--- src/rtl/mux_pkg.sv ---
// -----------------------------------------------------------------------------
// mux_pkg
// Shared definitions for the mux_scan_reg block:
//   - FSM state encoding (also the value seen on mux_scan_reg.state_dbg)
//   - mode constants for the 'mode' input
//   - clog2 helper used to size select/counter ports
// -----------------------------------------------------------------------------
package mux_pkg;

  localparam logic [1:0] ST_IDLE  = 2'd0;
  localparam logic [1:0] ST_DWELL = 2'd1;
  localparam logic [1:0] ST_EMIT  = 2'd2;
  localparam logic [1:0] ST_DRAIN = 2'd3;

  localparam logic MODE_DIRECT = 1'b0;
  localparam logic MODE_SCAN   = 1'b1;

  // Ceiling log2 usable in parameter defaults; clog2(1) = 0.
  function automatic int clog2(input int value);
    int result;
    result = 0;
    for (int i = 0; i < 31; i++) begin
      if ((1 << i) < value) result = i + 1;
    end
    return result;
  endfunction

endpackage

--- src/rtl/mux_nto1_comb.sv ---
// -----------------------------------------------------------------------------
// mux_nto1_comb
// Purely combinational N:1 selector of W-bit channels, MSB-first:
// select value s returns channel N-1-s, i.e. a[(N-1-s)*W +: W].
// Selects outside 0..N-1 return zero.
// Ports:
//   a   in  N*W  packed channels, channel k at a[k*W +: W]
//   sel in  SW   select value
//   y   out W    selected channel (or zero)
// -----------------------------------------------------------------------------
module mux_nto1_comb #(
  parameter int N  = 8,
  parameter int W  = 1,
  parameter int SW = 3
) (
  input  logic [N*W-1:0] a,
  input  logic [SW-1:0]  sel,
  output logic [W-1:0]   y
);

  // Compare-and-pick loop; an out-of-range select matches no
  // iteration and leaves the zero default in place.
  always_comb begin
    y = '0;
    for (int s = 0; s < N; s++) begin
      if (int'(sel) == s) y = a[(N-1-s)*W +: W];
    end
  end

endmodule

--- src/rtl/mux_scan_reg.sv ---
// -----------------------------------------------------------------------------
// mux_scan_reg
// N-channel, W-bit registered multiplexer with a valid/ready output.
//   Direct mode: one sample of channel N-1-S per req.
//   Scan mode:   a sequencer visits select values 0..N-1, waiting 'dwell'
//                cycles before each sample, optionally wrapping (cont).
// Optional build macro: MUX_TAG_EN adds output Y_tag, the select value that
// produced the current Y.
//
// Ports:
//   clk, rst_n         rising-edge clock, asynchronous active-low reset
//   A [N*W]            packed channels, channel k at A[k*W +: W]
//   mode               0 direct, 1 scan (only looked at in IDLE)
//   S, req             direct-mode select and sample request
//   start, cont, dwell scan start pulse, wrap enable, dwell length
//   abort              return to IDLE from any busy state
//   Y, Y_valid, Y_ready  output sample handshake
//   cur_sel            select value currently addressed by the sequencer
//   busy, done         not-IDLE flag, end-of-scan pulse
//   Y_tag              (MUX_TAG_EN only) select value of the sample in Y
//   state_dbg          current FSM state (mux_pkg ST_* encoding)
//
// Handshake: Y_valid=1 means Y holds a sample not yet taken; the sample is
// taken on a rising edge where Y_valid && Y_ready. Y and Y_valid never change
// while Y_valid=1 and Y_ready=0. A new sample may be loaded in the same cycle
// the previous one is taken, giving one sample per cycle.
// -----------------------------------------------------------------------------
module mux_scan_reg
  import mux_pkg::*;
#(
  parameter int N  = 8,
  parameter int W  = 1,
  parameter int SW = clog2(N),
  parameter int DW = 8
) (
  input  logic           clk,
  input  logic           rst_n,
  input  logic [N*W-1:0] A,
  input  logic           mode,
  input  logic [SW-1:0]  S,
  input  logic           req,
  input  logic           start,
  input  logic           cont,
  input  logic           abort,
  input  logic [DW-1:0]  dwell,
  output logic [W-1:0]   Y,
  output logic           Y_valid,
  input  logic           Y_ready,
  output logic [SW-1:0]  cur_sel,
  output logic           busy,
  output logic           done,
`ifdef MUX_TAG_EN
  output logic [SW-1:0]  Y_tag,
`endif
  output logic [1:0]     state_dbg
);

  localparam logic [SW-1:0] LAST_SEL = SW'(N - 1);

  logic [1:0]    state_q, state_d;
  logic [DW-1:0] cnt_q, cnt_d;
  logic [DW-1:0] dwell_q, dwell_d;
  logic [SW-1:0] sel_q, sel_d;
  logic          cont_q, cont_d;
  logic [W-1:0]  y_q, y_d;
  logic          y_valid_q, y_valid_d;
  logic          done_q, done_d;

  logic [SW-1:0] mux_sel;
  logic [W-1:0]  mux_y;
  logic          slot_free;
  logic          load;

  assign slot_free = !y_valid_q || Y_ready;

  mux_nto1_comb #(
    .N  (N),
    .W  (W),
    .SW (SW)
  ) u_sel (
    .a   (A),
    .sel (mux_sel),
    .y   (mux_y)
  );

  // Sequencer
  always_comb begin
    state_d = state_q;
    cnt_d   = cnt_q;
    dwell_d = dwell_q;
    sel_d   = sel_q;
    cont_d  = cont_q;
    done_d  = 1'b0;
    load    = 1'b0;
    mux_sel = S;

    case (state_q)
      ST_IDLE: begin
        if (mode == MODE_DIRECT) begin
          // A request that finds the slot occupied is dropped, not queued.
          if (req && slot_free) load = 1'b1;
        end else if (mode == MODE_SCAN && start) begin
          state_d = ST_DWELL;
          sel_d   = '0;
          cnt_d   = dwell;
          dwell_d = dwell;
          cont_d  = cont;
        end
      end
      ST_DWELL: begin
        if (cnt_q == '0) state_d = ST_EMIT;
        else             cnt_d   = cnt_q - 1'b1;
      end
      ST_EMIT: begin
        mux_sel = sel_q;
        if (slot_free) begin
          load  = 1'b1;
          cnt_d = dwell_q;
          if (sel_q != LAST_SEL) begin
            sel_d   = sel_q + 1'b1;
            state_d = ST_DWELL;
          end else if (cont_q) begin
            sel_d   = '0;
            state_d = ST_DWELL;
          end else begin
            state_d = ST_DRAIN;
          end
        end
      end
      ST_DRAIN: begin
        if (slot_free) begin
          done_d  = 1'b1;
          state_d = ST_IDLE;
        end
      end
      default: state_d = ST_IDLE;
    endcase

    // Abort wins over everything; a sample already in Y stays there.
    if (abort && state_q != ST_IDLE) begin
      state_d = ST_IDLE;
      sel_d   = '0;
      load    = 1'b0;
      done_d  = 1'b0;
    end
  end

  // Output register
  always_comb begin
    y_d       = y_q;
    y_valid_d = y_valid_q;
    if (load) begin
      y_d       = mux_y;
      y_valid_d = 1'b1;
    end else if (Y_ready) begin
      y_valid_d = 1'b0;
    end
  end

  always_ff @(posedge clk or negedge rst_n) begin
    if (!rst_n) begin
      state_q   <= ST_IDLE;
      cnt_q     <= '0;
      dwell_q   <= '0;
      sel_q     <= '0;
      cont_q    <= 1'b0;
      y_q       <= '0;
      y_valid_q <= 1'b0;
      done_q    <= 1'b0;
    end else begin
      state_q   <= state_d;
      cnt_q     <= cnt_d;
      dwell_q   <= dwell_d;
      sel_q     <= sel_d;
      cont_q    <= cont_d;
      y_q       <= y_d;
      y_valid_q <= y_valid_d;
      done_q    <= done_d;
    end
  end

`ifdef MUX_TAG_EN
  // Tag carries the raw select, including out-of-range values.
  logic [SW-1:0] tag_q, tag_d;

  always_comb begin
    tag_d = tag_q;
    if (load) tag_d = mux_sel;
  end

  always_ff @(posedge clk or negedge rst_n) begin
    if (!rst_n) tag_q <= '0;
    else        tag_q <= tag_d;
  end

  assign Y_tag = tag_q;
`endif

  assign Y         = y_q;
  assign Y_valid   = y_valid_q;
  assign cur_sel   = sel_q;
  assign busy      = (state_q != ST_IDLE);
  assign done      = done_q;
  assign state_dbg = state_q;

endmodule

--- config.mk ---
export PLATFORM = sky130hd
export DESIGN_NAME = mux_scan_reg
export DESIGN_NICKNAME = d
export VERILOG_FILES = /design/src/rtl/mux_pkg.sv /design/src/rtl/mux_nto1_comb.sv /design/src/rtl/mux_scan_reg.sv
export SDC_FILE = /design/constraint.sdc
export NUM_CORES = 1
export LEC_CHECK = 0
export BUFFER_PORTS_ARGS = -buffer_cell sky130_fd_sc_hd__buf_4
export CORE_MARGIN = 2
export CORE_UTILIZATION = 58
export DETAILED_ROUTE_END_ITERATION = 10
export MAX_ROUTING_LAYER = met4
export PLACE_DENSITY_LB_ADDON = 0.3
export SYNTH_ARGS = -nofsm -noshare
export SYNTH_HDL_FRONTEND = slang
export SYNTH_SLANG_ARGS = --single-unit
--- constraint.sdc ---
create_clock -name clk -period 4.8 [get_ports clk]
set_input_delay 0 -clock clk [delete_from_list [all_inputs] [get_ports clk]]
set_output_delay 0 -clock clk [all_outputs]
set_load 0.1 [all_outputs]
==> results of run 1 <==
[through the flow]
stage | setup WS, ns | area, sq um | power [mW] | hold slack (ns) | instances
6_report | 2.24 | 2030 | 1.29 | 0.0677 | 237
5_1_grt | 2.05 | 2030 | 1.38 | 0.0654 | 237
4_1_cts | 2.24 | 2030 | 1.29 | 0.0630 | 237
3_5_place_dp | 2.26 | 1880 | 1.18 | -0.0699 | 221
3_3_place_gp | 2.41 | 1880 | 1.16 | -0.0825 | 221
2_1_floorplan | 1.74 | 1610 | 1.02 | -0.296 | 161
[worst max-delay path by stage]
stage,cells past startpoint,to,slack [ns]
after floorplan,7,cur_sel[0]$_DFFE_PN0P_,1.74
after global placement,7,cur_sel[1]$_DFFE_PN0P_,2.41
after detailed placement,7,cur_sel[2]$_DFFE_PN0P_,2.26
after CTS,7,cur_sel[2]$_DFFE_PN0P_,2.24
after global routing,7,cur_sel[2]$_DFFE_PN0P_,2.05
final,7,cur_sel[2]$_DFFE_PN0P_,2.24
[sequential cells by signal (all words and copies together), names as in the netlist]
signal,count
dwell_q,8
cont_q,1
cnt_q,8
state_dbg,2
cur_sel,3
Y_valid,1
done,1
Y,1
[worst register-to-register path, cell delays in order (launching register included)]
cell	delay, ns
dfrtp_1	0.51
inv_1	0.11
ha_1	0.48
and3b_1	0.33
a211oi_1	0.28
o21ai_1	0.10
o21ai_1	0.28
mux2_1	0.37
[power breakdown]
group / switching [mW] / total (mW) / internal (mW) / leakage (nW)
Combinational: 0.491 / 0.799 / 0.308 / 0.642
Clock: 0.0663 / 0.0977 / 0.0313 / 0.0177
Sequential: 0.0864 / 0.392 / 0.305 / 0.310
[final cells by class]
type                    instances  area, sq um
multi-input cells             122          927
clock buffers                   3         22.5
clock inverters                 1         5.00
flip-flops and latches         25          626
inverters                       8         30.0
well taps                      31         38.8
fillers                       200          678
repair buffers                 47          383
[layer usage]
| metal | vias to the layer above | share of wire, % |
|---|---|---|
| li1 | 680 | - |
| met1 | 633 | 43 |
| met2 | 46 | 50 |
| met3 | 6 | 5.5 |
| met4 | 0 | 1.6 |
| met5 | - | 0 |
[cells in the mapped netlist, types with 2 or more instances]
cell type / n / area (sq um)
dfrtp_1: 25 / 626
nand2_1: 16 / 60.1
nor2_1: 11 / 41.3
mux2_2: 10 / 113
ha_1: 9 / 113
o21ai_0: 9 / 45.0
inv_1: 8 / 30.0
o31ai_1: 7 / 52.6
a221oi_1: 5 / 43.8
xor2_1: 5 / 43.8
mux2_1: 4 / 45.0
mux2i_1: 4 / 40.0
a21oi_1: 3 / 15.0
clkbuf_1: 3 / 11.3
nand3_1: 3 / 15.0
nor2b_1: 3 / 18.8
nor3_1: 3 / 15.0
nor3b_1: 3 / 22.5
o21ai_1: 3 / 15.0
a221o_1: 2 / 20.0
and3_1: 2 / 12.5
nand2b_1: 2 / 12.5
o211ai_1: 2 / 15.0
[logic make-up (layout without fill, tap and decap cells)]
logic type | count (synthesis) | count (layout) | share of synthesized area [%]
mux | 18 | 18 | 12.2
simple gates | 47 | 47 | 15.3
buf+inv | 14 | 59 | 3.80
fa+ha+maj | 9 | 9 | 6.98
xor+xnor | 6 | 6 | 3.26
compound gates | 42 | 42 | 19.6
flops | 25 | 25 | 38.8
==> flow_metrics.py, run 1 <==
metrics = {
    "critical_path": {
        "cp-startpoint": "state_dbg[0]$_DFFE_PN0P_",
        "cpPeakStageDelay_ns": 0.51,
        "crit_path_end_kind": "flip-flop",
        "worst-r2r-cell-count": 7,
        "critPathKind": "reg2reg",
        "crit_path_cell_trace": "inv_1, ha_1, and3b_1, a211oi_1, o21ai_1, o21ai_1, mux2_1",
        "crit_arrival_ns": 2.79,
        "cp.buffers_inverters": 1,
        "required_ns": 5.03,
        "timing.rr.start": "state_dbg[0]$_DFFE_PN0P_",
        "cpMaxStageDelayCell": "dfrtp_1",
        "reg2reg_to": "cur_sel[2]$_DFFE_PN0P_",
        "critical_path.most_common_cell": "o21ai_1",
        "cpLargestDelayFamily": "compound AO/OA/AOI/OAI gates",
        "rrSetupSlack_ns": 2.24,
        "critPathLaunchType": "flip-flop",
        "cp_max_fo": 24,
    },
    "routing": {
        "drt_iter0_markers": 47,
        "routed_via_density": 5.76,
        "drt_first_pass_iters": 4,
        "wl_per_cell_microns": 14.9,
        "antenna_left": 0,
        "vias": 1365,
        "drc": 0,
        "wirelength_microns": 3540,
    },
    "min_path": {
        "holdCritPathClass": "in2reg",
        "hold_depth": 4,
        "hold_start": "A[0]",
        "whs_endpoint": "Y$_DFFE_PN0P_",
    },
    "cells_and_area": {
        "final_cell_mix": "buf_4, dfrtp_1, nand2_1",
        "layout_commonest_cell": "buf_4",
        "n_antenna_cell": 0,
        "syn_to_final_growth_pct": 25.9,
        "drive_above_1_share_pct": 26.7,
        "utilization_pct": 75.0,
        "finalNetCount": 243,
    },
    "status": {
        "status": "complete, no violations",
    },
    "floorplan": {
        "coreArea_sq_mm": 0.00271,
        "die_height_microns": 56.8,
        "die_w_microns": 56.8,
        "rows": 19,
        "initial_core_util_pct": 59.6,
        "io_pins": 36,
        "fp.dieArea_sq_mm": 0.00322,
    },
    "clock_network": {
        "h-tree-depth": 1,
        "ctsLongestPathBuffers": 2,
        "cts_hold_buf": 12,
        "cts_root_buf": "clkbuf_4",
        "cts_made_buffers": 3,
        "cts.clk_slew.worst_paths_ns": 0.14,
        "clk_latency_ns": 0.33,
        "cts_setup_buffers": 0,
        "clock-sinks": 25,
        "cts_tree": "yes",
        "ctsResizeCount": 0,
    },
    "pwr": {
        "powerDensity_mw_per_mm2": 634,
        "power_leakage_nw": 0.970,
        "max-vdd-ir-drop_mv": 0.646,
    },
    "timing": {
        "rsz0062_at_grt": "false",
        "finalSetupViolations": 0,
        "worst_pin_slew_ns": 0.784,
        "fin_setup_tns_ns": 0,
        "period_needed_ns": 2.56,
        "timing.fmax_mhz": 390,
        "fin_skew_ns": 0.00540,
        "maxSlewHeadroom_pct": 47.7,
        "fin_crit_sh_pct": 53.4,
        "hold_violations": 0,
        "slew_viol_final": 0,
    },
    "grt": {
        "grt_max_degree": 26,
        "grt_pass1_wl_microns": 5960,
        "overflow": 0,
        "antenna_found_initial": 0,
        "grtUsageMet3_pct": 3.46,
        "grt_use_met2_pct": 42.7,
        "grt.total_usage_pct": 24.2,
        "gr-usage-met1_pct": 28.6,
        "grt_pass1_vias": 1361,
        "busiest_layer": "met2",
    },
    "flow_run": {
        "maxCapViolations": 0,
    },
    "yosys": {
        "synth_nets": 197,
        "async_flop_share_pct": 100,
        "yosysSeqAreaShare_pct": 38.8,
        "yosysWarnings": 0,
        "synth_ff_type": "dfrtp_1",
        "syn_area_sq_mm": 0.00161,
        "synth.avg_cell_area_sq_um": 10.0,
        "ys_seq_elements": 25,
        "synthCells": 161,
        "synth_edf_count": 0,
        "synth_cell_types": 42,
    },
    "place": {
        "hpwlAfterDp_microns": 2490,
        "place_congestion": 0.856,
        "port_buffers": 35,
    },
}
Note: power is estimated with default switching activity, not from simulation.
==> inputs of run 2 (changes only) <==
--- a/config.mk
+++ b/config.mk
@@ -7,7 +7,7 @@
 export LEC_CHECK = 0
 export BUFFER_PORTS_ARGS = -buffer_cell sky130_fd_sc_hd__buf_4
 export CORE_MARGIN = 2
-export CORE_UTILIZATION = 58
+export CORE_UTILIZATION = 54
 export DETAILED_ROUTE_END_ITERATION = 10
 export MAX_ROUTING_LAYER = met4
 export PLACE_DENSITY_LB_ADDON = 0.3
==> constraint.sdc (replaced) <==
create_clock -name clk -period 2.6 [get_ports clk]
set_input_delay 0 -clock clk [delete_from_list [all_inputs] [get_ports clk]]
set_output_delay 0 -clock clk [all_outputs]
set_load 0.1 [all_outputs]
==> run 2 against run 1 <==
- the run now ends with design-rule violations left
- fmax rose by 15%
- first-iteration DRC count rose by 110%
- via count rose by 1.8%
==> flow_metrics.py, run 2 (synthesis gave the netlist of run 1 again) <==
metrics = {
    "routing": {
        "drt_first_pass_iters": 7,
        "wirelength_microns": 3650,
        "vias": 1390,
        "routed_via_density": 5.82,
        "wl_per_cell_microns": 15.3,
        "drc": 6,
        "antenna_left": 0,
        "drt_iter0_markers": 101,
    },
    "timing": {
        "timing.fmax_mhz": 449,
        "maxSlewHeadroom_pct": 64.2,
        "fin_crit_sh_pct": 85.8,
        "fin_skew_ns": 0.00638,
        "fin_setup_tns_ns": 0,
        "hold_violations": 0,
        "period_needed_ns": 2.23,
        "rsz0062_at_grt": "false",
        "worst_pin_slew_ns": 0.536,
        "slew_viol_final": 0,
        "finalSetupViolations": 0,
    },
    "floorplan": {
        "initial_core_util_pct": 57.5,
        "rows": 19,
        "fp.dieArea_sq_mm": 0.00344,
        "coreArea_sq_mm": 0.00281,
        "die_height_microns": 58.7,
        "die_w_microns": 58.7,
        "io_pins": 36,
    },
    "place": {
        "port_buffers": 35,
        "place_inst": 223,
        "hpwlAfterDp_microns": 2650,
        "place_congestion": 0.783,
    },
    "cells_and_area": {
        "final_cell_mix": "buf_4, dfrtp_1, nand2_1",
        "fin_cells": 239,
        "fillCellCount": 209,
        "n_antenna_cell": 0,
        "syn_to_final_growth_pct": 27.1,
        "layout_commonest_cell": "buf_4",
        "drive_above_1_share_pct": 28.4,
        "finalNetCount": 245,
    },
    "critical_path": {
        "worst-r2r-cell-count": 7,
        "crit_arrival_ns": 2.45,
        "critPathLaunchType": "flip-flop",
        "critical_path_depth": 7,
        "cp_max_fo": 7,
        "required_ns": 2.82,
        "crit_path_cell_trace": "ha_1, ha_1, and3b_1, a211oi_1, o21ai_1, o21ai_1, mux2_1",
        "cp.buffers_inverters": 0,
        "cpMaxStageDelayCell": "dfrtp_1",
        "crit_path_end_kind": "flip-flop",
        "cpLargestDelayFamily": "compound AO/OA/AOI/OAI gates",
        "critPathKind": "reg2reg",
        "cpPeakStageDelay_ns": 0.48,
    },
    "pwr": {
        "power_leakage_nw": 0.971,
        "max-vdd-ir-drop_mv": 0.784,
        "powerDensity_mw_per_mm2": 1170,
    },
    "clock_network": {
        "clock-sinks": 25,
        "cts_root_buf": "clkbuf_4",
        "cts.clk_slew.worst_paths_ns": 0.13,
        "ctsLongestPathBuffers": 2,
        "clk_latency_ns": 0.33,
        "cts_setup_buffers": 0,
        "cts_tree": "yes",
        "h-tree-depth": 1,
        "cts_made_buffers": 3,
    },
    "grt": {
        "antenna_found_initial": 0,
        "grt.total_usage_pct": 23.5,
        "overflow": 0,
        "grt_max_degree": 26,
        "grt_pass1_wl_microns": 5970,
        "grt_pass1_vias": 1392,
    },
    "min_path": {
        "holdCritPathClass": "in2reg",
        "hold_depth": 4,
    },
    "status": {
        "status": "complete, but fails checks",
        "violations": "design-rule violations",
    },
    "flow_run": {
        "maxCapViolations": 0,
    },
}
## run 2: repair_timing
action                                 in CTS  in global routing
hold buffers                               12                  0
setup endpoints to repair                   0                  0
endpoints found under the hold margin      42                  0
resized for setup                           0                  0
## run 2: final timing paths
check                                        from                        to  slack, ns
max reg2reg                cur_sel[0]$_DFFE_PN0P_    cur_sel[0]$_DFFE_PN0P_       0.37
min                                          A[0]             Y$_DFFE_PN0P_       0.08
min reg2reg                         Y$_DFFE_PN0P_             Y$_DFFE_PN0P_       0.51
min in group asynchronous                   rst_n            done$_DFF_PN0_       0.09
max                        cur_sel[0]$_DFFE_PN0P_    cur_sel[0]$_DFFE_PN0P_       0.37
max in group asynchronous                   rst_n  state_dbg[1]$_DFFE_PN0P_       2.24
## run 2: worst min-delay path, delay by kind of cell
family,cells,cell delay (ns)
buffers and inverters,1,0.08
AND/OR/NAND/NOR,2,0.13
AO/OA/AOI/OAI,1,0.16
## run 2: layer usage
layer / routed length (microns) / track usage (%) / vias to the layer above
met5: 0 / - / -
met4: 77 / 8.77 / 0
met2: 1840 / 42.7 / 46
li1: - / - / 683
met3: 201 / 2.20 / 7
met1: 1540 / 26.8 / 654
## run 2: area by class of cell
cell class	instances	area, sq um	area share, %
repair buffers	49	398	19.4
clock buffers	4	26.3	1.28
inverters	8	33.8	1.65
flip-flops and latches	25	628	30.6
multi-input cells	122	927	45.2
well taps	31	38.8	1.89
## run 2: where the power goes
part	total (mW)	leakage, nW	internal, mW	switching, mW
Combinational	1.50	0.648	0.579	0.925
Clock	0.179	0.0150	0.0603	0.119
Sequential	0.717	0.308	0.566	0.151
## run 2: metrics by stage
stage          worst slack (ns)  total power [mW]  util, %  hold slack (ns)  area, sq um
2_1_floorplan            0.0637              1.89        -           -0.296         1620
3_3_place_gp              0.533              2.16     67.9          -0.0800         1910
3_5_place_dp              0.403              2.21     67.9          -0.0781         1910
4_1_cts                   0.365              2.42     73.1           0.0736         2050
5_1_grt                   0.235              2.58     73.1            0.105         2050
6_report                  0.370              2.40     73.1           0.0756         2050
